**config.mk**
```make
export PLATFORM = sky130hd
export DESIGN_NAME = hms_time_counter
export DESIGN_NICKNAME = d
export VERILOG_FILES = /design/src/rtl/clock_pkg.sv /design/src/rtl/bcd_digit_counter.sv /design/src/rtl/hms_time_counter.sv
export SDC_FILE = /design/constraint.sdc
export NUM_CORES = 1
export LEC_CHECK = 0
export ABC_AREA = 1
export BUFFER_PORTS_ARGS = -buffer_cell sky130_fd_sc_hd__buf_2
export CORE_AREA = 2 2 76 107
export CTS_CLUSTER_DIAMETER = 40
export CTS_CLUSTER_SIZE = 20
export DETAILED_ROUTE_END_ITERATION = 12
export DIE_AREA = 0 0 78 109
export GPL_TIMING_DRIVEN = 0
export PLACE_DENSITY = 0.56
export SYNTH_ARGS = -nofsm -noshare
export SYNTH_HDL_FRONTEND = slang
export SYNTH_HIERARCHICAL = 1
export SYNTH_SLANG_ARGS = --single-unit
export TNS_END_PERCENT = 10
```
**constraint.sdc**
```tcl
create_clock -name clock -period 5.1 [get_ports clock]
set_input_delay 1.53 -clock clock [delete_from_list [all_inputs] [get_ports clock]]
set_output_delay 1.53 -clock clock [all_outputs]
set_load 0.05 [all_outputs]
```
**src/rtl/clock_pkg.sv**
```systemverilog
// clock_pkg: shared types and limits for the time-of-day engine.
//   bcd_digit_t  one packed BCD digit (4 bits)
//   hms_t        {h10,h1,m10,m1,s10,s1}, 24 bits, same packing as bcd_time
//   *_MAX        upper limits of the seconds/minutes digits
package clock_pkg;

   typedef logic [3:0] bcd_digit_t;

   typedef struct packed {
      bcd_digit_t h10;
      bcd_digit_t h1;
      bcd_digit_t m10;
      bcd_digit_t m1;
      bcd_digit_t s10;
      bcd_digit_t s1;
   } hms_t;

   localparam bcd_digit_t SEC_TENS_MAX = 4'd5;
   localparam bcd_digit_t MIN_TENS_MAX = 4'd5;
   localparam bcd_digit_t DIGIT_MAX    = 4'd9;

endpackage

```
**src/rtl/bcd_digit_counter.sv**
```systemverilog
// bcd_digit_counter: one BCD digit counting 0..MAX with wrap.
//   clock, reset  system clock, asynchronous active-low reset
//   inc           advance by one this cycle
//   load          overwrite with load_val (wins over inc)
//   value         registered digit
//   carry         combinational: inc while value==MAX, i.e. this digit wraps
module bcd_digit_counter
   import clock_pkg::*;
#(
   parameter bcd_digit_t MAX = DIGIT_MAX
) (
   input  logic       clock,
   input  logic       reset,
   input  logic       inc,
   input  logic       load,
   input  bcd_digit_t load_val,
   output bcd_digit_t value,
   output logic       carry
);

   bcd_digit_t value_d, value_q;

   assign carry = inc && (value_q == MAX);

   always_comb begin
      value_d = value_q;
      if (load) begin
         value_d = load_val;
      end else if (inc) begin
         value_d = carry ? '0 : value_q + 4'd1;
      end
   end

   always_ff @(posedge clock or negedge reset) begin
      if (!reset) begin
         value_q <= '0;
      end else begin
         value_q <= value_d;
      end
   end

   assign value = value_q;

endmodule

```
**src/rtl/hms_time_counter.sv**
```systemverilog
// hms_time_counter: time-of-day engine, packed BCD hours/minutes/seconds.
//   clock, reset   system clock, asynchronous active-low reset
//   run            1 = prescaler counts, 0 = prescaler and time frozen
//   set_valid/set_hms/set_ready  time load handshake
//   set_err        one-cycle pulse: accepted load was invalid and discarded
//   inc_min        minutes +1 (no hour carry)
//   inc_hour       hours +1 with wrap
//   bcd_time       current time {h10,h1,m10,m1,s10,s1}
//   sec_pulse      one-cycle pulse when bcd_time advanced because of a tick
module hms_time_counter
   import clock_pkg::*;
#(
   parameter int unsigned TICK_DIV = 65536,
   parameter int unsigned HOUR_MAX = 23
) (
   input  logic        clock,
   input  logic        reset,
   input  logic        run,
   input  logic        set_valid,
   input  logic [23:0] set_hms,
   output logic        set_ready,
   output logic        set_err,
   input  logic        inc_min,
   input  logic        inc_hour,
   output logic [23:0] bcd_time,
   output logic        sec_pulse
);

   localparam int unsigned     PreW     = (TICK_DIV > 2) ? $clog2(TICK_DIV) : 1;
   localparam logic [PreW-1:0] PreLast  = PreW'(TICK_DIV - 1);
   localparam bcd_digit_t      HourTens = bcd_digit_t'(HOUR_MAX / 10);
   localparam bcd_digit_t      HourOnes = bcd_digit_t'(HOUR_MAX % 10);

   hms_t            req;
   logic            hours_gt, req_ok, accept, load_ok, load_bad;
   logic            tick, tick_en, min_en, hour_en, hour_inc;
   logic [PreW-1:0] pre_d, pre_q;
   logic            set_ready_q, set_err_q, sec_pulse_q;
   bcd_digit_t      s1, s10, m1, m10;
   logic            s1_carry, s10_carry, m1_carry, m10_carry;
   bcd_digit_t      h10_d, h10_q, h1_d, h1_q;

   // Load validation
   assign req      = set_hms;
   assign hours_gt = (req.h10 > HourTens) || ((req.h10 == HourTens) && (req.h1 > HourOnes));
   assign req_ok   = (req.s1 <= DIGIT_MAX) && (req.m1 <= DIGIT_MAX) &&
                     (req.h1 <= DIGIT_MAX) && (req.h10 <= DIGIT_MAX) &&
                     (req.s10 <= SEC_TENS_MAX) && (req.m10 <= MIN_TENS_MAX) && !hours_gt;
   assign accept   = set_valid && set_ready_q;
   assign load_ok  = accept && req_ok;
   assign load_bad = accept && !req_ok;

   // A valid load suppresses every advance in its cycle; an invalid one does not.
   assign tick    = run && (pre_q == PreLast);
   assign tick_en = tick && !load_ok;
   assign min_en  = inc_min && !load_ok;
   assign hour_en = inc_hour && !load_ok;

   always_comb begin
      pre_d = pre_q;
      if (load_ok) begin
         pre_d = '0;
      end else if (run) begin
         pre_d = (pre_q == PreLast) ? '0 : pre_q + PreW'(1);
      end
   end

   bcd_digit_counter #(.MAX(DIGIT_MAX)) u_s1 (
      .clock(clock), .reset(reset), .inc(tick_en), .load(load_ok), .load_val(req.s1),
      .value(s1), .carry(s1_carry)
   );

   bcd_digit_counter #(.MAX(SEC_TENS_MAX)) u_s10 (
      .clock(clock), .reset(reset), .inc(s1_carry), .load(load_ok), .load_val(req.s10),
      .value(s10), .carry(s10_carry)
   );

   // inc_min and the seconds carry merge into a single minute advance.
   bcd_digit_counter #(.MAX(DIGIT_MAX)) u_m1 (
      .clock(clock), .reset(reset), .inc(min_en || s10_carry), .load(load_ok),
      .load_val(req.m1), .value(m1), .carry(m1_carry)
   );

   bcd_digit_counter #(.MAX(MIN_TENS_MAX)) u_m10 (
      .clock(clock), .reset(reset), .inc(m1_carry), .load(load_ok), .load_val(req.m10),
      .value(m10), .carry(m10_carry)
   );

   // Minute wrap reaches the hours only when the advance came from the seconds.
   assign hour_inc = hour_en || (m10_carry && s10_carry);

   always_comb begin
      h10_d = h10_q;
      h1_d  = h1_q;
      if (load_ok) begin
         h10_d = req.h10;
         h1_d  = req.h1;
      end else if (hour_inc) begin
         if ((h10_q == HourTens) && (h1_q == HourOnes)) begin
            h10_d = '0;
            h1_d  = '0;
         end else if (h1_q == DIGIT_MAX) begin
            h10_d = h10_q + 4'd1;
            h1_d  = '0;
         end else begin
            h1_d = h1_q + 4'd1;
         end
      end
   end

   always_ff @(posedge clock or negedge reset) begin
      if (!reset) begin
         pre_q       <= '0;
         h10_q       <= '0;
         h1_q        <= '0;
         set_ready_q <= 1'b0;
         set_err_q   <= 1'b0;
         sec_pulse_q <= 1'b0;
      end else begin
         pre_q       <= pre_d;
         h10_q       <= h10_d;
         h1_q        <= h1_d;
         set_ready_q <= 1'b1;
         set_err_q   <= load_bad;
         sec_pulse_q <= tick_en;
      end
   end

   assign set_ready = set_ready_q;
   assign set_err   = set_err_q;
   assign sec_pulse = sec_pulse_q;
   assign bcd_time  = {h10_q, h1_q, m10, m1, s10, s1};

endmodule

```
=== Word-level counts from Yosys, hierarchy flattened ===
Cells that the tools add are included.
W data, S select, Z words.

* Add/sub/neg operators: 7
* $mul: 0
* Div/mod/pow operators: 0
* $lt $le $gt $ge: 8
* Eq/ne operators: 9
* Shifts and indexed selects: 0
* Multiplexer cells: 23
* Bitwise gates (word level): 0
* Reductions and logical operators: 34

{| class="wikitable"
|+ Operators with widths
! cell !! count
|-
| $mux W4 || 20
|-
| $mux W16 || 3
|-
| $add A4 B1 Y4 const B || 6
|-
| $logic_and A1 B1 Y1 || 20
|-
| $add A16 B1 Y16 const B || 1
|-
| $eq A16 B16 Y1 const B || 1
|-
| $le A4 B4 Y1 const B || 4
|-
| $eq A4 B2 Y1 const B || 3
|-
| $eq A4 B4 Y1 const B || 3
|-
| $reduce_bool A2 Y1 || 6
|-
| $eq A4 B3 Y1 const B || 2
|-
| $gt A4 B2 Y1 const B || 2
|-
| $le A4 B3 Y1 const B || 2
|-
| $logic_not A1 Y1 || 3
|-
| $logic_or A1 B1 Y1 || 3
|-
| $reduce_bool A3 Y1 || 1
|-
| $reduce_and A2 Y1 || 1
|}

* Flip-flop bits (word level): 43
* Bits in latches: 0
* Memory bits (writable): 0
* Bits in read-only memories: 0
* Bits of input ports: 30
* Output and inout port bits: 27
* Logic and storage cells: 91
* Memories: 0

=== Depth between registers and ports, before layout ===
* Depth after elaboration: 19
* Mapped depth: 22
* Mapped depth without buffers: 22

=== Hierarchy ===
Netlist, hierarchy kept.

{| class="wikitable"
|+ By module, submodules not included
! module !! times used !! cells an instance !! area each (µm²) !! seq. area each (µm²)
|-
| hms_time_counter || 1 || 261 || 1888.1 || 675.6
|-
| bcd_digit_counter at u_m1 ... || 2 || 34 || 266.5 || 100.1
|-
| bcd_digit_counter at u_m10 ... || 2 || 33 || 262.8 || 100.1
|}

=== Worst setup path after synthesis ===
Ideal clock, no wire load.

* Kind: input -> register
* Start: input port set_hms[20]
* End: register h10_q[0]
* Library setup time: 0.120 ns
* Arrival: 3.957 ns
* Data required time: 4.980 ns
* Slack: 1.023 ns
* Cell stages on the path: 20
* Buffers on the path: 0
* Path through: inv_1 > a21boi_1 > nor2_2 > nand3_4 > inv_2 > nor3_1 > inv_1 > nor2_1 > inv_1 > nor2_1 > a21o_1 > inv_1 > nor2_1 > inv_1 > nor2_1 > a21oi_1 > nand2_2 > nand2_1 > nand2_1 > nand2_1

* Longest elaborated chain between the ends: 17
* Elaborated cells on any way between the ends: 26
* Classes of those cells: 2 x order compare; 1 x eq/ne; 1 x mux; 22 x reduce/logical

{| class="wikitable"
|+ Ends and longest elaborated chain
! element !! RTL line !! text
|-
| start: declaration || hms_time_counter.sv:20 || <nowiki>input logic [23:0] set_hms,</nowiki>
|-
| $le A4 B4 Y1 or $eq A4 B2 Y1 (tied branches) || hms_time_counter.sv:47, hms_time_counter.sv:45 ||
|-
| $logic_and A1 B1 Y1, on equally long branches || hms_time_counter.sv:47, hms_time_counter.sv:45 ||
|-
| $logic_and A1 B1 Y1 or $logic_or A1 B1 Y1 (tied branches) || hms_time_counter.sv:47, hms_time_counter.sv:45 ||
|-
| $logic_and A1 B1 Y1 or $logic_not A1 Y1 (tied branches) || hms_time_counter.sv:48 || <nowiki>(req.s10 <= SEC_TENS_MAX) && (req.m10 <= MIN_TENS_MAX) && !hours_gt;</nowiki>
|-
| $logic_and A1 B1 Y1 (*) || hms_time_counter.sv:48 ||
|-
| $logic_and A1 B1 Y1 (*) || hms_time_counter.sv:50 || <nowiki>assign load_ok = accept && req_ok;</nowiki>
|-
| named net load_ok || hms_time_counter.sv:35 || <nowiki>logic hours_gt, req_ok, accept, load_ok, load_bad;</nowiki>
|-
| $logic_not A1 Y1 (*) || hms_time_counter.sv:55 || <nowiki>assign tick_en = tick && !load_ok;</nowiki>
|-
| [... 1 more ...] || n/a ||
|-
| named net tick_en || hms_time_counter.sv:36 || <nowiki>logic tick, tick_en, min_en, hour_en, hour_inc;</nowiki>
|-
| [... 1 more ...] || n/a ||
|-
| named net s1_carry || hms_time_counter.sv:40 || <nowiki>logic s1_carry, s10_carry, m1_carry, m10_carry;</nowiki>
|-
| [... 1 more ...] || n/a ||
|-
| named net s10_carry || hms_time_counter.sv:40 ||
|-
| [... 1 more ...] || n/a ||
|-
| $logic_and A1 B1 Y1 (*) || bcd_digit_counter.sv:23 || <nowiki>assign carry = inc && (value_q == MAX);</nowiki>
|-
| named net m1_carry || hms_time_counter.sv:40 ||
|-
| $logic_and A1 B1 Y1 (*) || bcd_digit_counter.sv:23 ||
|-
| named net m10_carry || hms_time_counter.sv:40 ||
|-
| $logic_and A1 B1 Y1 (*) || hms_time_counter.sv:90 || <nowiki>assign hour_inc = hour_en || (m10_carry && s10_carry);</nowiki>
|-
| $logic_or A1 B1 Y1 (*) || hms_time_counter.sv:90 ||
|-
| $reduce_bool A2 Y1 (no source line) (*) || n/a ||
|-
| $reduce_and A2 Y1 (no source line) (*) || n/a ||
|-
| end signal: assignment || hms_time_counter.sv:114 || <nowiki>h10_q <= '0;</nowiki>
|-
| end signal: assignment || hms_time_counter.sv:121 || <nowiki>h10_q <= h10_d;</nowiki>
|-
| end: declaration || hms_time_counter.sv:41 || <nowiki>bcd_digit_t h10_d, h10_q, h1_d, h1_q;</nowiki>
|}

The timed path passes the listed nets; every way through them passes the cells marked *.
A chain may end at the register's enable or synchronous reset.

=== Worst setup path in the final report ===
* Start: input port set_hms[5]
* End: register h10_q[1]

* Longest elaborated chain between the ends: 16
* Elaborated cells on any way between the ends: 20
* Classes of those cells: 1 x order compare; 1 x mux; 18 x reduce/logical

{| class="wikitable"
|+ Ends and longest elaborated chain
! element !! RTL line !! text
|-
| $le A4 B3 Y1 || hms_time_counter.sv:48 ||
|-
| $logic_and A1 B1 Y1 || hms_time_counter.sv:47 || <nowiki>(req.h1 <= DIGIT_MAX) && (req.h10 <= DIGIT_MAX) &&</nowiki>
|-
| $logic_and A1 B1 Y1 (2 in series) || hms_time_counter.sv:48 ||
|-
| $logic_and A1 B1 Y1 || hms_time_counter.sv:50 ||
|-
| named net load_ok || hms_time_counter.sv:35 ||
|-
| $logic_not A1 Y1 || hms_time_counter.sv:55 ||
|-
| $logic_and A1 B1 Y1 || hms_time_counter.sv:55 ||
|-
| named net tick_en || hms_time_counter.sv:36 ||
|-
| [... 1 more ...] || n/a ||
|-
| named net s1_carry || hms_time_counter.sv:40 ||
|-
| [... 1 more ...] || n/a ||
|-
| named net s10_carry || hms_time_counter.sv:40 ||
|-
| [... 1 more ...] || n/a ||
|-
| $logic_and A1 B1 Y1 || bcd_digit_counter.sv:23 ||
|-
| named net m1_carry || hms_time_counter.sv:40 ||
|-
| $logic_and A1 B1 Y1 || bcd_digit_counter.sv:23 ||
|-
| named net m10_carry || hms_time_counter.sv:40 ||
|-
| $logic_and A1 B1 Y1 || hms_time_counter.sv:90 ||
|-
| $logic_or A1 B1 Y1 || hms_time_counter.sv:90 ||
|-
| $reduce_bool A2 Y1 (no source line) || n/a ||
|-
| $reduce_and A2 Y1 (no source line) || n/a ||
|}

The timed path passes the listed nets, and every way through them passes these cells.

==> flow_summary.yaml <==
run_status:
  run_status: "finished, final reports clean"
clock_tree:
  cts_tree: "built"
  clockBufferDepth: 2
  clkTransAtPathRegs_ns: 0.09
  clock-root-buffer: "sky130_fd_sc_hd__clkbuf_8"
  number_of_hold_buffers_added_after_cts: 0
  clock_latency_ns: 0.30
  post_cts_resized: 0
  htree_num_levels: 2
  cts.sink_count: 43
  postCtsSetupRepairBufs: 0
  cts_inserted_buffers: 5
critical_path:
  criticalPathCategory: "in2reg"
  setup.worst_path.end_class: "flop"
  source_of_the_worst_register_to_register_timing_path: "pre_q[0]$_DFFE_PN0P_"
  critical_path.startpoint_type: "input pin"
  critPathArrivalTime_ns: 4.79
  ff2ff_setup_slack_ns: 1.27
  crit_path_max_fanout: 30
  critical_path_required_ns: 5.29
  critical_path.startpoint: "set_hms[5]"
synth:
  number_of_enable_flip_flop_cells_after_synthesis: 0
  ys_types: 32
  asyncSetResetFlopFracSynth_pct: 100
  synth_cells: 395
  synth_seq_area_share_pct: 36.5
  synth_largest_area_cell: "sky130_fd_sc_hd__dfrtp_1"
  synth_commonest_cells: "100 x sky130_fd_sc_hd__nand2_1, 54 x sky130_fd_sc_hd__inv_1, 43 x sky130_fd_sc_hd__dfrtp_1"
  post_synth_top_flop: "sky130_fd_sc_hd__dfrtp_1"
  synth.avg_cell_area_um2: 7.46
  synth_most_common_cell: "sky130_fd_sc_hd__nand2_1"
  syn-num-nets: 438
  synth-seq-cells: 43
  ys_top_cells_by_area: "sky130_fd_sc_hd__dfrtp_1 37%, sky130_fd_sc_hd__nand2_1 13%, sky130_fd_sc_hd__inv_1 6.9%"
  synth.cell_area_um2: 2950
  synth_top_area_share_pct: 36.5
  ys.warnings.count: 6
die:
  fp.coreArea_um2: 7610
  floorplan.rows: 38
  pin_count: 57
  design.die.area_um2: 8500
  die_width_um: 78
  die_h_um: 109
  start_util_pct: 38.7
sta:
  timing_hold_violations_final: 0
  hold_ws_ns: 0.528
  final.setup_skew_ns: 0.00296
  rsz0062_at_grt: "no"
  max_freq_ghz: 0.218
  timing.slew.headroom_pct: 34.3
  layout_min_cycle_time_ns: 4.60
  timing.final.max_slew_violations: 0
  finalSetupViolations: 0
  final_min_period_over_clock_period_pct: 90.1
  worst_slew_pin_slew_ns: 0.985
  fin_setup_tns_ns: 0
power:
  power.combinational.fraction_pct: 42.3
  total_power_mw: 1.28
  seq_power_share_pct: 40.2
  total_switching_power_mw: 0.598
  irDropWorstVdd_v: 0.000197
  pwr-share-clk_pct: 17.5
  power-per-cell-area_nw_per_um2: 371
  p_leak_nw: 1.83
  switching_share_pct: 46.9
  power_report.internal_total_mw: 0.677
finish:
  nNetsFinal: 501
  area_growth_pct: 16.6
  ratio_of_cells_with_drive_above_1_in_the_final_layout_pct: 22.0
  diodes: 0
placed_design:
  portbufs: 56
  place_hpwl_um: 5340
  gp_congestion: 0.818
hold_path:
  worst_hold_startpoint: "pre_q[0]$_DFFE_PN0P_"
  hp-class: "reg2reg"
route:
  post_route_drc_violation_count: 0
  drt-wirelength-per-cell_um: 12.8
  drt_wl_total_um: 7160
  ant_nets: 0
  drt_pass1_iterations: 4
  drt_iter0_drcs: 159
  post_drt_via_cell_ratio: 5.04
  detailroute.via_count: 2815
global_routing:
  grt-ovfl-total: 0
  vias_in_the_first_global_route: 2667
  antenna_found_initial: 0
  first_pass_grt_wire_length_um: 12200
  global_route.usage.total_pct: 17.9
  grt_max_degree: 44
flow_run:
  timing.max_cap.violations: 0
[registers in the layout, summed over array words and instances, names as in the netlist]
register     flops
u_s1/value       4
pre_q           16
u_m10/value      4
set_err          1
u_s10/value      4
sec_pulse        1
u_m1/value       4
h1_q             4
set_ready        1
h10_q            4
[critical path: stages]
cell	delay, ns
sky130_fd_sc_hd__buf_2	0.10
sky130_fd_sc_hd__nand2_1	0.05
sky130_fd_sc_hd__nand2_1	0.07
sky130_fd_sc_hd__inv_1	0.04
sky130_fd_sc_hd__nand2_1	0.10
sky130_fd_sc_hd__nor2_2	0.06
sky130_fd_sc_hd__nand3_4	0.12
sky130_fd_sc_hd__inv_2	0.25
sky130_fd_sc_hd__nor3_1	0.54
sky130_fd_sc_hd__inv_1	0.09
sky130_fd_sc_hd__nor2_1	0.27
sky130_fd_sc_hd__inv_1	0.07
sky130_fd_sc_hd__nor2_1	0.16
sky130_fd_sc_hd__a21o_1	0.17
sky130_fd_sc_hd__inv_1	0.05
sky130_fd_sc_hd__nor2_1	0.24
sky130_fd_sc_hd__inv_1	0.07
sky130_fd_sc_hd__nor2_1	0.10
sky130_fd_sc_hd__a21oi_1	0.18
sky130_fd_sc_hd__nand2_2	0.24
sky130_fd_sc_hd__nand2_1	0.14
sky130_fd_sc_hd__nand2_1	0.08
sky130_fd_sc_hd__nand2_1	0.05
[worst paths after layout]
path	to	depth (start not counted)
max	h10_q[1]$_DFFE_PN0P_	23
min	pre_q[0]$_DFFE_PN0P_	1
max reg2reg	h10_q[1]$_DFFE_PN0P_	21
min reg2reg	pre_q[0]$_DFFE_PN0P_	1
max in group asynchronous	sec_pulse$_DFF_PN0_	1
min in group asynchronous	pre_q[9]$_DFFE_PN0P_	1
[cell type report]
cell class / count / area [µm²]
flip-flops and latches: 43 / 1080
fillers: 825 / 4170
clock inverters: 2 / 12.5
plain buffers: 6 / 33.8
clock buffers: 6 / 72.6
inverters: 59 / 221
multi-input cells: 287 / 1620
well taps: 100 / 125
repair buffers: 56 / 280
[per-layer routing]
| layer | global-route usage (%) | wire [µm] | part of all wire (%) | vias up |
|---|---|---|---|---|
| met5 | 0 | 0 | 0 | - |
| met1 | 21.4 | 3090 | 43 | 1328 |
| met3 | 2.73 | 251 | 3.5 | 8 |
| met2 | 33.0 | 3740 | 52 | 57 |
| met4 | 5.26 | 82 | 1.1 | 0 |
| li1 | - | - | - | 1422 |
[kinds of logic after synthesis]
family / after synthesis / share of synthesized area [%]
simple gates: 216 / 35.7
buf+inv: 65 / 8.66
compound gates: 45 / 9.94
flops: 43 / 36.5
fa+ha+maj: 13 / 5.52
xor+xnor: 12 / 3.57
other cells: 1 / 0.127
[placed cells by master, fill, tap and decap left out]
| cell type | count |
|---|---|
| sky130_fd_sc_hd__nand2_1 | 100 |
| sky130_fd_sc_hd__nor2_1 | 29 |
| sky130_fd_sc_hd__nor3_1 | 4 |
| sky130_fd_sc_hd__buf_6 | 1 |
| sky130_fd_sc_hd__nand3_1 | 36 |
| sky130_fd_sc_hd__a21oi_1 | 4 |
| sky130_fd_sc_hd__xnor2_1 | 1 |
| sky130_fd_sc_hd__o21ai_2 | 6 |
| sky130_fd_sc_hd__nand2_2 | 4 |
| sky130_fd_sc_hd__nand3b_1 | 1 |
| sky130_fd_sc_hd__clkbuf_8 | 5 |
| sky130_fd_sc_hd__o21ai_0 | 10 |
| sky130_fd_sc_hd__or2_2 | 1 |
| sky130_fd_sc_hd__ha_1 | 13 |
| sky130_fd_sc_hd__nor2_4 | 1 |
| sky130_fd_sc_hd__clkinvlp_4 | 1 |
| sky130_fd_sc_hd__nand4_1 | 20 |
| sky130_fd_sc_hd__inv_1 | 54 |
| sky130_fd_sc_hd__dfrtp_1 | 43 |
| sky130_fd_sc_hd__clkbuf_1 | 2 |
| sky130_fd_sc_hd__buf_1 | 1 |
| sky130_fd_sc_hd__nand3b_4 | 1 |
| sky130_fd_sc_hd__xor2_1 | 11 |
| sky130_fd_sc_hd__o21ai_1 | 7 |
| sky130_fd_sc_hd__a21o_1 | 1 |
| sky130_fd_sc_hd__a21boi_1 | 1 |
| sky130_fd_sc_hd__nand3_2 | 10 |
| sky130_fd_sc_hd__nand3_4 | 1 |
| sky130_fd_sc_hd__a22oi_1 | 16 |
| sky130_fd_sc_hd__clkinv_2 | 1 |
| sky130_fd_sc_hd__buf_2 | 59 |
| sky130_fd_sc_hd__conb_1 | 1 |
| sky130_fd_sc_hd__nor3b_1 | 3 |
| sky130_fd_sc_hd__inv_2 | 5 |
| sky130_fd_sc_hd__nor2_2 | 5 |
[power groups by stage]
| stage | Clock, mW | Combinational (mW) | Sequential, mW |
|---|---|---|---|
| 6_report | 0.223 | 0.540 | 0.512 |
| 5_1_grt | 0.245 | 0.606 | 0.529 |
| 4_1_cts | 0.234 | 0.543 | 0.513 |
| 3_5_place_dp | 0 | 0.541 | 0.520 |
| 3_3_place_gp | 0 | 0.534 | 0.519 |
| 2_1_floorplan | 0 | 0.240 | 0.680 |
[stage by stage]
stage / utilization, % / instances / instance area, µm² / setup WS [ns]
floorplan: - / 395 / 2950 / 1.02
global placement: 44.1 / 551 / 3350 / 0.149
detailed placement: 44.1 / 551 / 3350 / 0.111
CTS: 45.2 / 559 / 3440 / 0.426
global route: 45.2 / 559 / 3440 / 0.140
finish: 45.2 / 559 / 3440 / 0.503
Power figures use the tool's default switching activity.
